### config.mk
export PLATFORM = sky130hd
export DESIGN_NAME = board_io_bridge_flat
export DESIGN_NICKNAME = d
export VERILOG_FILES = /design/src/rtl/board_io_bridge_if.sv /design/src/rtl/board_io_bridge.sv /design/src/flat_wrapper.sv
export SDC_FILE = /design/constraint.sdc
export NUM_CORES = 1
export LEC_CHECK = 0
export ABC_AREA = 1
export CAP_MARGIN = 20
export CORE_ASPECT_RATIO = 1.25
export CORE_MARGIN = 4
export CORE_UTILIZATION = 56
export CTS_CLUSTER_DIAMETER = 80
export CTS_CLUSTER_SIZE = 30
export DETAILED_ROUTE_END_ITERATION = 8
export PLACE_DENSITY = 0.89
export SLEW_MARGIN = 20
export SYNTH_ARGS = -nofsm -noshare
export SYNTH_HDL_FRONTEND = slang
export SYNTH_SLANG_ARGS = --single-unit
### constraint.sdc
create_clock -name clk -period 2.2 [get_ports clk]
set_clock_uncertainty 0.05 [all_clocks]
set_input_delay 0.66 -clock clk [delete_from_list [all_inputs] [get_ports clk]]
set_output_delay 0.66 -clock clk [all_outputs]
set_load 0.01 [all_outputs]
### src/rtl/board_io_bridge_if.sv
`timescale 1ns/1ps
`default_nettype none
// ============================================================================
// board_io_bridge_if : MEM-side level signals between the core and the bridge
// Revision: 1.0
// ============================================================================
interface board_io_bridge_if;
  logic [31:0] display_7_seg_data;
  logic [15:0] switch_in_data;

  modport master (
    output display_7_seg_data,
    input  switch_in_data
  );

  modport slave (
    input  display_7_seg_data,
    output switch_in_data
  );
endinterface
`default_nettype wire

### src/rtl/board_io_bridge.sv
`timescale 1ns/1ps
`default_nettype none
// ============================================================================
// board_io_bridge : 8-digit 7-segment scanner and 16-bit switch debouncer
// Revision: 1.0
// ============================================================================
module board_io_bridge #(
  parameter int REFRESH_DIV        = 100000,
  parameter int GUARD_CYCLES       = 16,
  parameter int DEBOUNCE_CNT       = 1000000,
  parameter bit SEG_ACTIVE_LOW     = 1'b1,
  parameter bit AN_ACTIVE_LOW      = 1'b1,
  parameter bit LEADING_ZERO_BLANK = 1'b0
) (
  input  wire                  clk,
  input  wire                  reset_n,
  board_io_bridge_if.slave     mem,
  input  wire  [15:0]          sw_raw,
  output logic [6:0]           seg,
  output logic                 dp,
  output logic [7:0]           an
);

  localparam int DIV_W = (REFRESH_DIV > 1) ? $clog2(REFRESH_DIV) : 1;
  localparam int DEB_W = (DEBOUNCE_CNT > 1) ? $clog2(DEBOUNCE_CNT) : 1;

  localparam logic [7:0] c_AN_OFF  = AN_ACTIVE_LOW  ? 8'hFF : 8'h00;
  localparam logic [6:0] c_SEG_OFF = SEG_ACTIVE_LOW ? 7'h7F : 7'h00;
  localparam logic       c_DP_OFF  = SEG_ACTIVE_LOW ? 1'b1  : 1'b0;

  localparam logic [DIV_W-1:0] c_DIV_LAST = DIV_W'(REFRESH_DIV - 1);
  localparam logic [DIV_W-1:0] c_GUARD    = DIV_W'(GUARD_CYCLES);
  localparam logic [DEB_W-1:0] c_DEB_LAST = DEB_W'(DEBOUNCE_CNT - 1);

  logic [DIV_W-1:0] r_div_cnt;
  logic [2:0]       r_digit_idx;
  logic [31:0]      r_shadow;
  logic [7:0]       r_an;
  logic [6:0]       r_seg;
  logic             r_dp;

  logic [15:0]      r_sync1;
  logic [15:0]      r_sync2;
  logic [15:0]      r_prev;
  logic [15:0]      r_sw;
  logic [DEB_W-1:0] r_deb_cnt;

  logic             w_div_wrap;
  logic             w_deb_tick;
  logic [3:0]       w_nibble;
  logic [31:0]      w_upper;
  logic             w_blank;
  logic [7:0]       w_an_act;
  logic [6:0]       w_seg_act;
  logic [15:0]      w_stable;

  function automatic logic [6:0] f_hex7(input logic [3:0] v);
    case (v)
      4'h0: f_hex7 = 7'h3F;
      4'h1: f_hex7 = 7'h06;
      4'h2: f_hex7 = 7'h5B;
      4'h3: f_hex7 = 7'h4F;
      4'h4: f_hex7 = 7'h66;
      4'h5: f_hex7 = 7'h6D;
      4'h6: f_hex7 = 7'h7D;
      4'h7: f_hex7 = 7'h07;
      4'h8: f_hex7 = 7'h7F;
      4'h9: f_hex7 = 7'h6F;
      4'hA: f_hex7 = 7'h77;
      4'hB: f_hex7 = 7'h7C;
      4'hC: f_hex7 = 7'h39;
      4'hD: f_hex7 = 7'h5E;
      4'hE: f_hex7 = 7'h79;
      default: f_hex7 = 7'h71;
    endcase
  endfunction

  always_comb begin
    w_div_wrap = (r_div_cnt == c_DIV_LAST);
    w_deb_tick = (r_deb_cnt == c_DEB_LAST);
    w_nibble   = r_shadow[{r_digit_idx, 2'b00} +: 4];
    // Digit k is a leading zero when nibbles k..7 are all zero.
    w_upper    = r_shadow >> {r_digit_idx, 2'b00};
    w_blank    = LEADING_ZERO_BLANK && (r_digit_idx != 3'd0) && (w_upper == 32'h0);
    w_an_act   = ((r_div_cnt >= c_GUARD) && !w_blank) ? (8'h01 << r_digit_idx) : 8'h00;
    w_seg_act  = f_hex7(w_nibble);
    w_stable   = ~(r_sync2 ^ r_prev);
  end

  // Scan state; the shadow only reloads at the frame boundary to avoid tearing.
  always_ff @(posedge clk or negedge reset_n) begin
    if (!reset_n) begin
      r_div_cnt   <= '0;
      r_digit_idx <= 3'd0;
      r_shadow    <= 32'h0;
    end else begin
      if (w_div_wrap) begin
        r_div_cnt   <= '0;
        r_digit_idx <= r_digit_idx + 3'd1;
        if (r_digit_idx == 3'd7) begin
          r_shadow <= mem.display_7_seg_data;
        end
      end else begin
        r_div_cnt <= r_div_cnt + 1'b1;
      end
    end
  end

  always_ff @(posedge clk or negedge reset_n) begin
    if (!reset_n) begin
      r_an  <= c_AN_OFF;
      r_seg <= c_SEG_OFF;
      r_dp  <= c_DP_OFF;
    end else begin
      r_an  <= AN_ACTIVE_LOW  ? ~w_an_act  : w_an_act;
      r_seg <= SEG_ACTIVE_LOW ? ~w_seg_act : w_seg_act;
      r_dp  <= c_DP_OFF;
    end
  end

  always_ff @(posedge clk or negedge reset_n) begin
    if (!reset_n) begin
      r_sync1   <= 16'h0;
      r_sync2   <= 16'h0;
      r_prev    <= 16'h0;
      r_sw      <= 16'h0;
      r_deb_cnt <= '0;
    end else begin
      r_sync1 <= sw_raw;
      r_sync2 <= r_sync1;
      if (w_deb_tick) begin
        r_deb_cnt <= '0;
        r_prev    <= r_sync2;
        // A bit is accepted only when it matched at the previous tick too.
        r_sw      <= (r_sync2 & w_stable) | (r_sw & ~w_stable);
      end else begin
        r_deb_cnt <= r_deb_cnt + 1'b1;
      end
    end
  end

  assign an                 = r_an;
  assign seg                = r_seg;
  assign dp                 = r_dp;
  assign mem.switch_in_data = r_sw;

endmodule
`default_nettype wire

### src/flat_wrapper.sv
// flat-port wrapper written by rule: the top's interface ports become plain ports
module board_io_bridge_flat 
#(
  parameter int REFRESH_DIV        = 100000,
  parameter int GUARD_CYCLES       = 16,
  parameter int DEBOUNCE_CNT       = 1000000,
  parameter bit SEG_ACTIVE_LOW     = 1'b1,
  parameter bit AN_ACTIVE_LOW      = 1'b1,
  parameter bit LEADING_ZERO_BLANK = 1'b0
)
  (clk, reset_n, sw_raw, seg, dp, an, mem_display_7_seg_data, mem_switch_in_data);
  board_io_bridge_if mem_i ();
  input  wire clk;
  input  wire reset_n;
  input  wire  [15:0] sw_raw;
  output logic [6:0] seg;
  output logic dp;
  output logic [7:0] an;
  input wire logic [$bits(mem_i.display_7_seg_data)-1:0] mem_display_7_seg_data;
  output wire logic [$bits(mem_i.switch_in_data)-1:0] mem_switch_in_data;
  assign mem_i.display_7_seg_data = mem_display_7_seg_data;
  assign mem_switch_in_data = mem_i.switch_in_data;
  board_io_bridge #(.REFRESH_DIV(REFRESH_DIV), .GUARD_CYCLES(GUARD_CYCLES), .DEBOUNCE_CNT(DEBOUNCE_CNT), .SEG_ACTIVE_LOW(SEG_ACTIVE_LOW), .AN_ACTIVE_LOW(AN_ACTIVE_LOW), .LEADING_ZERO_BLANK(LEADING_ZERO_BLANK)) u_core (.clk(clk), .reset_n(reset_n), .mem(mem_i), .sw_raw(sw_raw), .seg(seg), .dp(dp), .an(an));
endmodule
==> impl_metrics.ini <==
[status]
status = finished, final reports clean

[synthesis]
yosysMostFrequentCell = nand2_1
synth.distinct_cells = 34
yosysTopAreaCellShare_pct = 50.2
syn_area_sq_mm = 0.00677
synth_top_cell_by_area = dfrtp_1
synth_flop_cell = dfrtp_1
synthTopCellsByArea = dfrtp_1 (50%), nand2_1 (13%), dfstp_2 (5.8%)
avgSynthCellArea_sq_um = 8.91
synth_seq_cells = 151
synth_edf_count = 0
synthCells = 760
yosysWarnings = 0
synth_common_cells = nand2_1 (231), dfrtp_1 (136), inv_1 (80), nand3_1 (58), nor2_1 (54)
ys_seq_area_share_pct = 56.1
synthArstFlopShare_pct = 100
synth_nets = 825

[worst_hold_path]
hold_path.class = input pin to asynchronous set/reset pin

[clock_tree]
numCtsBuffers = 17
tritoncts = yes
worstSkewPairLatency_ns = 0.43
cts-root-buf = clkbuf_16
clk_transition_reported_paths_ns = 0.06
htreeDepth = 4
cts_sinks = 151
cts.path.max_buffers = 2

[sta]
finalCriticalPeriod_ns = 2.17
setup_violations = 0
tns_ns = 0
rsz0062_at_grt = no
slew_headroom_pct = 65.5
hold_violations = 0
whs_ns = 0.0493
max_freq_mhz = 462
tightestPinTransition_ns = 0.513
drv_slew = 0
min_period_over_period_pct = 98.5

[routing]
dr.first_iter.drc_count = 360
via_per_inst = 5.22
wl_per_cell_um = 14.1
firstDrtPassIters = 6
drcViolationCount = 0
vias = 5349
totalWireLength_mm = 14.4
ant_nets = 0

[global_route]
grtUsageTotal_pct = 21.8
grt_overflow = 0
grt_pass1_wl_mm = 24.1
first_global_vias = 5393
grt_max_degree = 61
antenna_found_initial = 0

[floorplanning]
rows = 44
dieArea_sq_mm = 0.0139
boundaryPins = 82
die_h_um = 131
core_sq_mm = 0.0117
start_util_pct = 57.8
die_w_um = 106

[critical_path]
crit_path_start_kind = flip-flop
crit_arrival_ns = 1.46
worst-r2r-cell-count = 11
end_kind = primary output
worst_path_largest_cell_delay_ns = 0.52
critical_path_buf_inv_count = 1
path_depth = 1
crit_family = flip-flops
required_ns = 1.49
crit_type = flip-flop to primary output
crit_chain = clkdlybuf4s50_1
cp_slowest_cell = dfstp_2
crit_path_max_fanout = 1

[placement]
dpl.cell_count = 990
place.gp.congestion = 0.909
io_buffers = 80
dp_hpwl_mm = 9.84

[pwr]
leakagePower_nw = 4.09
power_density_mw_per_mm2 = 705
p_total_mw = 5.90
peakVddDrop_mv = 0.459

[final_layout]
final_core_util_pct = 71.4
drive_above_1_share_pct = 12.1
num_antenna_cells = 0
fin_cells = 1024
area_delta_synth_final_pct = 23.5
nets = 915

[job]
drv_cap = 0
cells in the final DEF (no fill, tap or decap), types with 6 or more instances in the layout:
cell               n
dfrtp_1          135
buf_4              8
nand2_1          231
ha_1              15
clkbuf_16         17
nor3_1             9
nand4_1           13
xor2_1            16
dlymetal6s2s_1     6
o21ai_0           43
inv_2              8
o21ai_2           19
clkdlybuf4s50_1   68
dfstp_2           15
or2_0             12
inv_1             80
nor2_1            54
nand3_1           58
cell families (layout without fill, tap and decap cells):
group                    after synthesis  count (layout)  synth area share, %
AO/OA/AOI/OAI                         66              66                 6.00
XOR/XNOR                              17              17                 2.20
adder cells (fa/ha/maj)               15              15                 2.77
buffers and inverters                110             213                 7.07
flip-flops                           151             151                 56.1
other                                  1               1               0.0554
AND/OR/NAND/NOR                      400             400                 25.8
report_power, final:
part / internal, mW / leakage (nW) / switching [mW] / total, mW
registers: 2.81 / 1.79 / 0.0153 / 2.82
logic: 0.0840 / 2.00 / 0.0660 / 0.150
clock network: 1.73 / 0.300 / 1.19 / 2.92
area by class of cell:
class	count	area (sq um)
well taps	161	201
fillers	816	3360
flip-flops and latches	151	3800
repair buffers	91	931
multi-input cells	499	2500
clock buffers	18	439
clock inverters	14	163
inverters	90	338
through the flow:
stage	setup slack, ns	instance area (sq um)
5_1_grt	0.00131	8370
3_5_place_dp	0.220	7740
6_report	0.0337	8370
3_3_place_gp	0.261	7740
4_1_cts	0.00695	8340
2_1_floorplan	0.419	6770
path summary, 6_finish.rpt:
path / startpoint / slack, ns / to
min in group clk: u_core.r_sync1[6] / 0.29 / u_core.r_sync2[6]
worst max register to register: u_core.r_digit_idx[0] / 0.18 / u_core.seg[3]
worst min-delay path: reset_n / 0.05 / u_core.r_div_cnt[14]
worst max-delay path: u_core.seg[6] / 0.03 / seg[6]
worst min register to register: u_core.r_sync1[6] / 0.29 / u_core.r_sync2[6]
max in group asynchronous: reset_n / 1.39 / u_core.seg[6]
layer usage:
metal  vias to the layer above  GRT usage, %  part of all wire (%)
met2                       187          39.6                    52
met1                      2540          24.1                    40
met3                        42          5.85                   5.3
li1                       2580             -                     -
met5                         -             0                     0
met4                         0          9.45                   2.6
repair_timing:
| action | 4_1_cts | 5_1_grt |
|---|---|---|
| hold buffers | 0 | 0 |
| hold endpoints to repair | 0 | 0 |
| pin swaps | 0 | 1 |
| setup buffers | 0 | 2 |
| setup endpoints to repair | 5 | 11 |
| resized for setup | 5 | 7 |
(Power assumes the default switching activity.)
